[src/rtl/diff_rx_pkg.sv]
// rtl/diff_rx_pkg.sv - shared types and constants for the TDC difference receiver
package diff_rx_pkg;

  typedef enum logic [1:0] {
    IDLE      = 2'd0,
    LOW       = 2'd1,
    WAIT_HIGH = 2'd2
  } rx_state_t;

  localparam int DW_DEFAULT = 20;
  // Nominal low width of one strobe from the pair-difference stage.
  localparam int STROBE_LEN = 16;

endpackage

[src/rtl/sync_fifo.sv]
// rtl/sync_fifo.sv - register-based result FIFO with level count and head output
module sync_fifo #(
  parameter int WIDTH = 20,
  parameter int DEPTH = 4
) (
  input  logic                     clk,
  input  logic                     rst,
  input  logic                     push,
  input  logic                     pop,
  input  logic [WIDTH-1:0]         din,
  output logic                     full,
  output logic                     empty,
  output logic [$clog2(DEPTH):0]   level,
  output logic [WIDTH-1:0]         head
);

  localparam int AW = $clog2(DEPTH);

  logic [WIDTH-1:0] mem [DEPTH];
  logic [AW-1:0]    wr_ptr;
  logic [AW-1:0]    rd_ptr;
  logic             push_ok;
  logic             pop_ok;

  assign empty   = (level == '0);
  assign full    = (level == (AW+1)'(DEPTH));
  // A pop frees a slot first, so a push into a full FIFO with a pop in the same cycle succeeds.
  assign pop_ok  = pop && !empty;
  assign push_ok = push && (!full || pop_ok);
  assign head    = mem[rd_ptr];

  // Storage, wrapping pointers and occupancy count.
  always_ff @(posedge clk or negedge rst) begin
    if (!rst) begin
      for (int i = 0; i < DEPTH; i++) mem[i] <= '0;
      wr_ptr <= '0;
      rd_ptr <= '0;
      level  <= '0;
    end else begin
      if (push_ok) begin
        mem[wr_ptr] <= din;
        wr_ptr      <= wr_ptr + 1'b1;
      end
      if (pop_ok) rd_ptr <= rd_ptr + 1'b1;
      if (push_ok && !pop_ok) level <= level + 1'b1;
      else if (pop_ok && !push_ok) level <= level - 1'b1;
    end
  end

endmodule

[src/rtl/diff_sample_rx.sv]
// rtl/diff_sample_rx.sv - strobe validation, averaging and result queue for the TDC difference stream
module diff_sample_rx
  import diff_rx_pkg::*;
#(
  parameter int DW         = DW_DEFAULT,
  parameter int AVG_LOG2   = 2,
  parameter int MIN_LOW    = 4,
  parameter int FIFO_DEPTH = 4
) (
  input  logic                          clk,
  input  logic                          rst,
  input  logic [DW-1:0]                 i_data,
  input  logic                          dval_n,
  input  logic                          clr,
  output logic [DW-1:0]                 o_data,
  output logic                          o_valid,
  input  logic                          o_ready,
  output logic                          err_short,
  output logic                          ovf,
  output logic [$clog2(FIFO_DEPTH):0]   o_level
);

  localparam int              AW         = DW + AVG_LOG2;
  localparam int              CW         = AVG_LOG2 + 1;
  localparam logic [CW-1:0]   CNT_FULL   = CW'(1 << AVG_LOG2);
  localparam logic [4:0]      LOW_TARGET = 5'(MIN_LOW);

  rx_state_t            state;
  rx_state_t            next_state;
  logic                 prev_n;
  logic                 armed;
  logic                 fall;
  logic [4:0]           low_cnt;
  logic [4:0]           low_cnt_nxt;
  logic [DW-1:0]        hold;
  logic                 load_hold;
  logic                 commit;
  logic                 short_err;
  logic [DW-1:0]        commit_data;
  logic signed [AW-1:0] acc;
  logic signed [AW-1:0] sum;
  logic [CW-1:0]        cnt;
  logic [CW-1:0]        cnt_nxt;
  logic [DW-1:0]        result;
  logic                 push_pend;
  logic                 fifo_full;
  logic                 fifo_empty;
  logic                 pop;

  // Edge needs dval_n seen high since reset, so a strobe already low at release is ignored.
  assign fall    = armed && prev_n && !dval_n;
  assign o_valid = !fifo_empty;
  assign pop     = o_valid && o_ready;
  assign sum     = acc + AW'($signed(commit_data));
  assign cnt_nxt = cnt + 1'b1;

  // Strobe history and arming.
  always_ff @(posedge clk or negedge rst) begin
    if (!rst) begin
      prev_n <= 1'b1;
      armed  <= 1'b0;
    end else begin
      prev_n <= dval_n;
      if (dval_n) armed <= 1'b1;
    end
  end

  // Strobe FSM state, low-width counter and captured word.
  always_ff @(posedge clk or negedge rst) begin
    if (!rst) begin
      state   <= IDLE;
      low_cnt <= '0;
      hold    <= '0;
    end else begin
      state   <= next_state;
      low_cnt <= low_cnt_nxt;
      if (load_hold) hold <= i_data;
    end
  end

  // Strobe FSM: qualify the low width, commit once per strobe, flag short strobes.
  always_comb begin
    next_state  = state;
    low_cnt_nxt = low_cnt;
    load_hold   = 1'b0;
    commit      = 1'b0;
    short_err   = 1'b0;
    commit_data = hold;
    case (state)
      IDLE: begin
        if (fall) begin
          load_hold   = 1'b1;
          low_cnt_nxt = 5'd1;
          if (LOW_TARGET == 5'd1) begin
            commit      = 1'b1;
            commit_data = i_data;
            next_state  = WAIT_HIGH;
          end else begin
            next_state = LOW;
          end
        end
      end
      LOW: begin
        if (dval_n) begin
          short_err  = 1'b1;
          next_state = IDLE;
        end else begin
          low_cnt_nxt = low_cnt + 5'd1;
          if (low_cnt_nxt == LOW_TARGET) begin
            commit     = 1'b1;
            next_state = WAIT_HIGH;
          end
        end
      end
      WAIT_HIGH: begin
        if (dval_n) next_state = IDLE;
      end
      default: next_state = IDLE;
    endcase
  end

  // Accumulate committed words; the completing word closes the average and queues a push.
  always_ff @(posedge clk or negedge rst) begin
    if (!rst) begin
      acc       <= '0;
      cnt       <= '0;
      result    <= '0;
      push_pend <= 1'b0;
    end else begin
      push_pend <= 1'b0;
      if (clr) begin
        acc <= '0;
        cnt <= '0;
      end else if (commit) begin
        if (cnt_nxt == CNT_FULL) begin
          result    <= DW'(sum >>> AVG_LOG2);
          push_pend <= 1'b1;
          acc       <= '0;
          cnt       <= '0;
        end else begin
          acc <= sum;
          cnt <= cnt_nxt;
        end
      end
    end
  end

  // Sticky error and overflow flags; clr wins over a same-cycle set.
  always_ff @(posedge clk or negedge rst) begin
    if (!rst) begin
      err_short <= 1'b0;
      ovf       <= 1'b0;
    end else if (clr) begin
      err_short <= 1'b0;
      ovf       <= 1'b0;
    end else begin
      if (short_err) err_short <= 1'b1;
      if (push_pend && fifo_full && !pop) ovf <= 1'b1;
    end
  end

  sync_fifo #(
    .WIDTH (DW),
    .DEPTH (FIFO_DEPTH)
  ) u_fifo (
    .clk   (clk),
    .rst   (rst),
    .push  (push_pend),
    .pop   (pop),
    .din   (result),
    .full  (fifo_full),
    .empty (fifo_empty),
    .level (o_level),
    .head  (o_data)
  );

endmodule
[config.mk]
export PLATFORM = sky130hd
export DESIGN_NAME = diff_sample_rx
export DESIGN_NICKNAME = d
export VERILOG_FILES = /design/src/rtl/diff_rx_pkg.sv /design/src/rtl/sync_fifo.sv /design/src/rtl/diff_sample_rx.sv
export SDC_FILE = /design/constraint.sdc
export NUM_CORES = 1
export LEC_CHECK = 0
export CORE_MARGIN = 2
export CORE_UTILIZATION = 45
export CTS_BUF_LIST = sky130_fd_sc_hd__clkbuf_4 sky130_fd_sc_hd__clkbuf_8
export CTS_CLUSTER_DIAMETER = 80
export DETAILED_ROUTE_END_ITERATION = 8
export GPL_ROUTABILITY_DRIVEN = 0
export HOLD_SLACK_MARGIN = 0.03
export PLACE_DENSITY = 0.72
export SLEW_MARGIN = 15
export SYNTH_ARGS = -nofsm -noshare
export SYNTH_HDL_FRONTEND = slang
export SYNTH_SLANG_ARGS = --single-unit
[constraint.sdc]
create_clock -name clk -period 2.8 [get_ports clk]
set_input_delay 0.84 -clock clk [delete_from_list [all_inputs] [get_ports clk]]
set_output_delay 0.84 -clock clk [all_outputs]
set_load 0.01 [all_outputs]
Word-level counts from Yosys, hierarchy flattened

Index checks and enable logic that the tools add are counted.

Add/sub/neg operators: 7
Magnitude comparators: 3
Eq/ne operators: 9
Muxes and demuxes: 36
Bitwise logic cells: 3
Reduce and logical (&&, ||, !) cells: 27

Operators with widths:

| operator                                             | count |
|---|---|
| bitwise mux 80 bit                                   | 1 |
| two-way mux 22 bit                                   | 3 |
| two-way mux 20 bit                                   | 3 |
| binary-select mux 20 bit (select 2 bit)              | 1 |
| demux 20 bit (select 2 bit)                          | 1 |
| adder 22 x 20 -> 22 bit                              | 1 |
| two-way mux 3 bit                                    | 5 |
| two-way mux 1 bit                                    | 14 |
| logical AND 1 bit                                    | 10 |
| two-way mux 5 bit                                    | 2 |
| one-hot mux 5 bit (2 select lines)                   | 1 |
| nonzero test 2 bit                                   | 5 |
| AND reduction 3 bit                                  | 3 |
| two-way mux 2 bit                                    | 4 |
| adder 3 x 1 -> 3 bit (second input constant)         | 2 |
| equality test 3 bit (second input constant)          | 2 |
| >= comparator 3 bit (second input constant)          | 2 |
| zero test 1 bit                                      | 6 |
| inequality test 2 bit (second input constant)        | 3 |
| inverter 2 -> 3 bit                                  | 2 |
| one-hot mux 2 bit (3 select lines)                   | 1 |
| adder 5 x 1 -> 5 bit (second input constant)         | 1 |
| equality test 5 x 3 -> 1 bit (second input constant) | 1 |
| adder 2 x 1 -> 2 bit (second input constant)         | 2 |
| other kinds (9)                                      | 9 |

Flip-flop bits (word level): 164
Input bits: 25
Output and inout bits: 26

Depth between registers and ports, before layout

Depth in word-level cells: 10
Gate-level depth with buffers: 9

By module

Synthesis repeated with hierarchy kept, for this count alone.

Cell total of the unflattened synthesis: 615
Area, all modules: 8,062.7 um2

Modules (own cells, without submodules):

| module         | times used | cells an instance | area an instance (um2) | seq. area each (um2) |
|---|---|---|---|---|
| diff_sample_rx | 1          | 384               | 4,164.0                | 1,928.1 |
| sync_fifo      | 1          | 231               | 3,898.7                | 2,177.1 |

Least setup slack after synthesis

OpenSTA, ideal clock, no wires.

Kind: input -> register
Start: input port dval_n
End: register result[14]
Data arrival time: 2,420 ps
Setup slack: 249 ps
Stages: 5
Buffers on the path: 1
Cell sequence: or3b_2 > clkbuf_1 > nor4_1 > mux2_2 > or3_1

Cells in the longest elaborated chain, start to end: 3

Ends and longest elaborated chain:

| element                              | RTL line              | RTL |
|---|---|---|
| start, declared                      | diff_sample_rx.sv:13  | `input logic dval_n,` |
| two-way mux 1 bit                    | diff_sample_rx.sv:104 | `if (dval_n) begin` |
| two-way mux 1 bit                    | diff_sample_rx.sv:89  | `case (state)` |
| AND reduction 3 bit (no source line) | --                    |  |
| end signal, assigned                 | diff_sample_rx.sv:136 | `result <= DW'(sum >>> AVG_LOG2);` |
| end, declared                        | diff_sample_rx.sv:44  | `logic [DW-1:0] result;` |

Every way passes these cells.
A chain may end at the register's enable or synchronous reset.

Worst setup path after layout

Start: register u_fifo.rd_ptr[0]
End: output port o_data[7]

Cells in the longest elaborated chain, start to end: 4

Ends and longest elaborated chain:

| element                                               | RTL line             | RTL |
|---|---|---|
| start, declared                                       | sync_fifo.sv:21      | `logic [AW-1:0] rd_ptr;` |
| start signal, assigned                                | sync_fifo.sv:44      | `if (pop_ok) rd_ptr <= rd_ptr + 1'b1;` |
| inverter 2 -> 3 bit (not written as such)             | sync_fifo.sv:30      | `assign head = mem[rd_ptr];` |
| binary-select mux 20 bit (select 2 bit)               | sync_fifo.sv:30      |  |
| two-way mux 20 bit (not written as such) (2 in a row) | sync_fifo.sv:30      |  |
| end, declared                                         | diff_sample_rx.sv:15 | `output logic [DW-1:0] o_data,` |

Every way passes these cells. The select of a mux whose other input is x is not followed.

==> out/results.md <==
| Step | Metric | Value |
|:---|:---|:---|
| floorplan | Count of pins on the block boundary | 51 |
| routing | DR iter-0 viols | 460 |
| final layout | Post-layout instance area | 0.00956 mm2 |
| synth | Dominant synthesized flop cell | sky130_fd_sc_hd__dfrtp_1 |
| worst setup path | CP arrival | 1.88 ns |
| floorplan | Die height | 138 um |
| sta | Worst setup margin | 0.0761 ns |
| outcome | Run status | complete, no violations |
| sta | Share of the clock period used by the worst path | 97.3% |
| worst setup path | Standard cell with the maximum stage delay on the critical path | sky130_fd_sc_hd__mux4_2 |
| routing | Number of vias in the routed layout | 5681 |
| final layout | Area Overhead vs Synth | 17.5% |
| final layout | Area taken by multi-input logic gates | 0.00384 mm2 |
| synth | Number of enable flip-flop cells after synthesis | 0 |
| sta | Min Clock Period, post-route | 2.72 ns |
| synth | Cells after Synth | 685 |
| worst setup path | Register-to-register path setup slack | 0.15 ns |
| cts | Clock-pin slew on the worst setup and hold paths | 0.09 ns |
| cts | Root Buffer Master | sky130_fd_sc_hd__clkbuf_8 |
| worst setup path | Worst-path cell chain | buf_12, buf_4, mux4_2, buf_2 |
| routing | Detailed-route vias per instance | 5.70 |
| sta | Hold Worst Slack | 0.323 ns |
| sta | Setup repair after global routing missed its margin | yes |
| worst setup path | Top Family by Delay on Critical Path | multiplexers |
| synth | Number of warnings issued by yosys | 0 |
| cts | Maximum buffer depth of the clock tree | 2 |
| global routing | Total global-route track usage | 19.3% |
| worst setup path | Delay contributed by the slowest stage of the critical path | 0.51 ns |
| sta | Fin. Hold Viols | 0 |
| synth | Synth cell types | 52 |
| pwr | Part of the total power dissipated in sequential elements | 48.8% |
| routing | Number of remaining DRC errors | 0 |
| worst setup path | Crit Path Max Fanout | 11 |
| final layout | Sequential Area | 0.00411 mm2 |
| sta | Max Clock Skew | 0.0108 ns |
| floorplan | Initial Util | 45.6% |
| pwr | Switching power as a share of total power | 29.7% |
| sta | Final Max Slew Viols | 0 |
| global routing | Largest net degree at the start of global routing | 70 |
| synth | Share of synthesized area occupied by flip-flops and latches | 50.5% |
| flow run | Maxcap violations | 0 |
| synth | Post-synthesis area per instance | 11.9 um2 |
| floorplan | Total Die Area | 0.0192 mm2 |
| cts | Clk Latency, worst-skew pair | 0.46 ns |
| worst setup path | Launching point of the worst reg2reg path | commit_data[0]$_DFFE_PN0P_ |
| routing | Antenna-violating nets left | 0 |
| floorplan | Standard-cell rows | 49 |
| place | Standard cell area after detailed placement | 0.00914 mm2 |
| cts | Hold buffers post-CTS | 0 |
| routing | Final routed wire length divided by cell count | 17.7 um |
| cts | TritonCTS clock tree | done |
| worst setup path | Required time of the worst setup path | 1.96 ns |
| global routing | Wire length of the first global-routing pass | 29.5 mm |
| cts | CTS buffer count | 17 |
| synth | Cell area after technology mapping | 0.00813 mm2 |
| worst setup path | Buffers & Inverters on Critical Path | 3 |
| floorplan | Floorplan core area | 0.0178 mm2 |
| place | Setup WS pre-CTS | -0.166 ns |
| sta | Count of endpoints failing setup in the final report | 0 |
| pwr | Total net switching power | 1.61 mW |
| sta | Tightest Pin Transition | 0.536 ns |
| sta | Fmax | 367 MHz |
| worst setup path | Worst setup path class | flip-flop to primary output |
| final layout | Number of filler instances in the final layout | 1490 |
| pwr | Pleak | 4.50 nW |
| pwr | Post-layout power | 5.41 mW |
| place | I/O Buffers | 50 |
| synth | Number of flip-flops and latches in the synthesized netlist | 164 |
| cts | Count of clock tree sinks | 164 |
| global routing | Vias in the first global route | 5935 |
| global routing | Initial antenna violation count | 0 |
| final layout | Fin cells | 997 |
| place | Final HPWL DP | 12.5 mm |
| pwr | Share of power burned in the clock network | 32.2% |
| worst setup path | Sort of element at the start of the critical path | flip-flop |
| worst setup path | CP endpoint kind | primary output |
| pwr | Cell Int Power | 3.80 mW |
| worst hold path | Type of the tightest min-delay check | input port to asynchronous set/reset pin |
| place | Total instance count after detailed placement | 964 |
| sta | Worst relative slew slack | 63.9% |
| cts | Number of H-tree levels | 4 |
| pwr | VDD IR max | 0.332 mV |
| final layout | Fraction of final layout cells with drive strength greater than 1 | 27.0% |
| routing | Total length of routed wires | 17.7 mm |
| synth | Synthesized Nets | 742 |
| pwr | Combinational share of power | 19.0% |
| floorplan | X dimension of the die | 138 um |
| global routing | GR Overflow Total | 0 |
| worst setup path | Count of cells along the worst register-to-register path | 8 |
| synth | Share of flip-flops with an asynchronous set or reset | 100% |
| worst setup path | Worst R2R End | result[16]$_DFFE_PN0P_ |
| routing | Number of detailed-routing iterations run before antenna repair | 6 |
| final layout | Layout Nets | 814 |
| pwr | Power per cell area | 567 mW/mm2 |
| final layout | Diodes inserted | 0 |
## cell usage in the layout, fill, tap and decap left out, types with 4 or more instances in the layout
master / count
sky130_fd_sc_hd__nor4_1: 7
sky130_fd_sc_hd__nand4_1: 5
sky130_fd_sc_hd__o211ai_1: 6
sky130_fd_sc_hd__nand3_1: 17
sky130_fd_sc_hd__mux4_2: 20
sky130_fd_sc_hd__inv_6: 4
sky130_fd_sc_hd__nor3_1: 11
sky130_fd_sc_hd__dlygate4sd2_1: 9
sky130_fd_sc_hd__o21a_1: 6
sky130_fd_sc_hd__o31ai_1: 4
sky130_fd_sc_hd__nand2_1: 68
sky130_fd_sc_hd__a22o_1: 6
sky130_fd_sc_hd__clkdlybuf4s15_1: 8
sky130_fd_sc_hd__clkdlybuf4s50_1: 29
sky130_fd_sc_hd__mux2_2: 105
sky130_fd_sc_hd__xnor2_1: 14
sky130_fd_sc_hd__buf_12: 9
sky130_fd_sc_hd__o21bai_1: 4
sky130_fd_sc_hd__o21ai_0: 32
sky130_fd_sc_hd__clkbuf_8: 20
sky130_fd_sc_hd__or2_2: 5
sky130_fd_sc_hd__nand2b_1: 6
sky130_fd_sc_hd__inv_1: 14
sky130_fd_sc_hd__a21oi_1: 40
sky130_fd_sc_hd__dfrtp_1: 162
sky130_fd_sc_hd__xor2_1: 6
sky130_fd_sc_hd__ha_1: 30
sky130_fd_sc_hd__or3_1: 9
sky130_fd_sc_hd__mux2i_1: 6
sky130_fd_sc_hd__nor2_1: 33
sky130_fd_sc_hd__buf_4: 26
## registers in the layout, summed over array words and instances, names as in the netlist
name and cells:
armed 1, u_fifo.level 3, err_short 1, u_fifo.mem 80
acc 22, result 20, u_fifo.wr_ptr 2, u_fifo.rd_ptr 2
push_pend 1, commit_data 20, low_cnt 5, prev_n 1
ovf 1, state 2, cnt 3
## synthesized netlist by cell type (2+ instances only)
cell	n	area share (%)
sky130_fd_sc_hd__nor4_1	7	0.54
sky130_fd_sc_hd__a32oi_1	2	0.22
sky130_fd_sc_hd__nor3_1	11	0.68
sky130_fd_sc_hd__and2_1	2	0.15
sky130_fd_sc_hd__fa_1	2	0.49
sky130_fd_sc_hd__mux4_2	20	5.5
sky130_fd_sc_hd__mux2_2	105	15
sky130_fd_sc_hd__o21ai_0	32	2.0
sky130_fd_sc_hd__xor2_1	6	0.65
sky130_fd_sc_hd__o211ai_1	6	0.55
sky130_fd_sc_hd__a31oi_1	3	0.23
sky130_fd_sc_hd__dfrtp_1	163	50
sky130_fd_sc_hd__or2_2	5	0.38
sky130_fd_sc_hd__buf_1	2	0.092
sky130_fd_sc_hd__a22o_1	6	0.65
sky130_fd_sc_hd__o21a_1	6	0.55
sky130_fd_sc_hd__nand4_1	5	0.38
sky130_fd_sc_hd__or3_1	9	0.69
sky130_fd_sc_hd__xnor2_1	14	1.5
sky130_fd_sc_hd__a211oi_1	3	0.28
sky130_fd_sc_hd__or3b_2	3	0.32
sky130_fd_sc_hd__o21bai_1	4	0.37
sky130_fd_sc_hd__mux2i_1	6	0.74
sky130_fd_sc_hd__ha_1	30	4.6
sky130_fd_sc_hd__nand2_1	68	3.1
sky130_fd_sc_hd__nand3_1	17	1.0
sky130_fd_sc_hd__buf_2	6	0.37
sky130_fd_sc_hd__and4_1	2	0.22
sky130_fd_sc_hd__nor2_1	33	1.5
sky130_fd_sc_hd__o211a_1	2	0.25
sky130_fd_sc_hd__clkbuf_1	24	1.1
sky130_fd_sc_hd__nand2b_1	6	0.46
sky130_fd_sc_hd__inv_1	14	0.65
sky130_fd_sc_hd__a21oi_1	40	2.5
sky130_fd_sc_hd__o31ai_1	4	0.37
## cell type report
| cell class | count | share of cell area (%) |
|---|---|---|
| timing repair buffer | 86 | 9.19 |
| clock buffer | 20 | 2.88 |
| inverter | 14 | 0.550 |
| clock inverter | 10 | 1.27 |
| multi-input combinational | 474 | 40.1 |
| sequential | 164 | 43.0 |
| tap | 229 | 3.00 |
## worst register-to-register path: cells and delay by family (launching register included)
family	cells	cell delay, ns
DFF	1	0.40
muxes	1	0.28
AOI/OAI and AO/OA	4	1.11
adders and majority gates	2	0.68
and+or+nand+nor	1	0.10
## layer usage
| layer | global-route usage (%) | vias up | wire, um |
|---|---|---|---|
| met2 | 32.4 | 152 | 8700 |
| met1 | 24.3 | 2856 | 7830 |
| met3 | 4.57 | 36 | 754 |
| met5 | 0 | - | 0 |
| li1 | - | 2637 | - |
| met4 | 7.63 | 0 | 407 |
## logic make-up after synthesis
logic type	count (synthesis)	share of synthesized area (%)
compound gates	116	8.75
buf+inv	47	2.35
flops	164	50.5
mux	131	20.8
fa+ha+maj	32	5.11
simple gates	175	10.3
xor+xnor	20	2.15
## metrics by stage
stage | utilization [%] | TNS, ns
floorplan | - | 0
global placement | 51.2 | -0.0983
detailed placement | 51.2 | -3.24
CTS | 53.5 | 0
global route | 53.6 | -0.0133
finish | 53.6 | 0
## how the worst max path moves through the flow
stage | slack, ns | end | start | depth (start not counted)
after floorplan | 0.25 | result[14]$_DFFE_PN0P_ | dval_n | 5
after global placement | -0.08 | result[14]$_DFFE_PN0P_ | dval_n | 6
after detailed placement | -0.17 | u_fifo.level[1]$_DFFE_PN0P_ | o_ready | 7
after CTS | 0.01 | o_data[12] | u_fifo.rd_ptr[0]$_DFFE_PN0P_ | 3
after global routing | -0.01 | o_data[7] | u_fifo.rd_ptr[0]$_DFFE_PN0P_ | 4
final | 0.08 | o_data[7] | u_fifo.rd_ptr[0]$_DFFE_PN0P_ | 4
## repair_timing
item / CTS / global route
setup endpoints to repair: 20 / 13
cloned: 1 / 0
resized for setup: 28 / 9
setup buffers: 1 / 1
hold endpoints to repair: 0 / 0
## power groups by stage
stage / logic, mW / registers, mW / clock network [mW]
floorplan: 0.717 / 2.64 / 0
global placement: 0.967 / 2.68 / 0
detailed placement: 1.02 / 2.69 / 0
CTS: 1.03 / 2.64 / 1.79
global route: 1.14 / 2.66 / 1.89
finish: 1.03 / 2.64 / 1.74
Power figures use the tool's default switching activity.
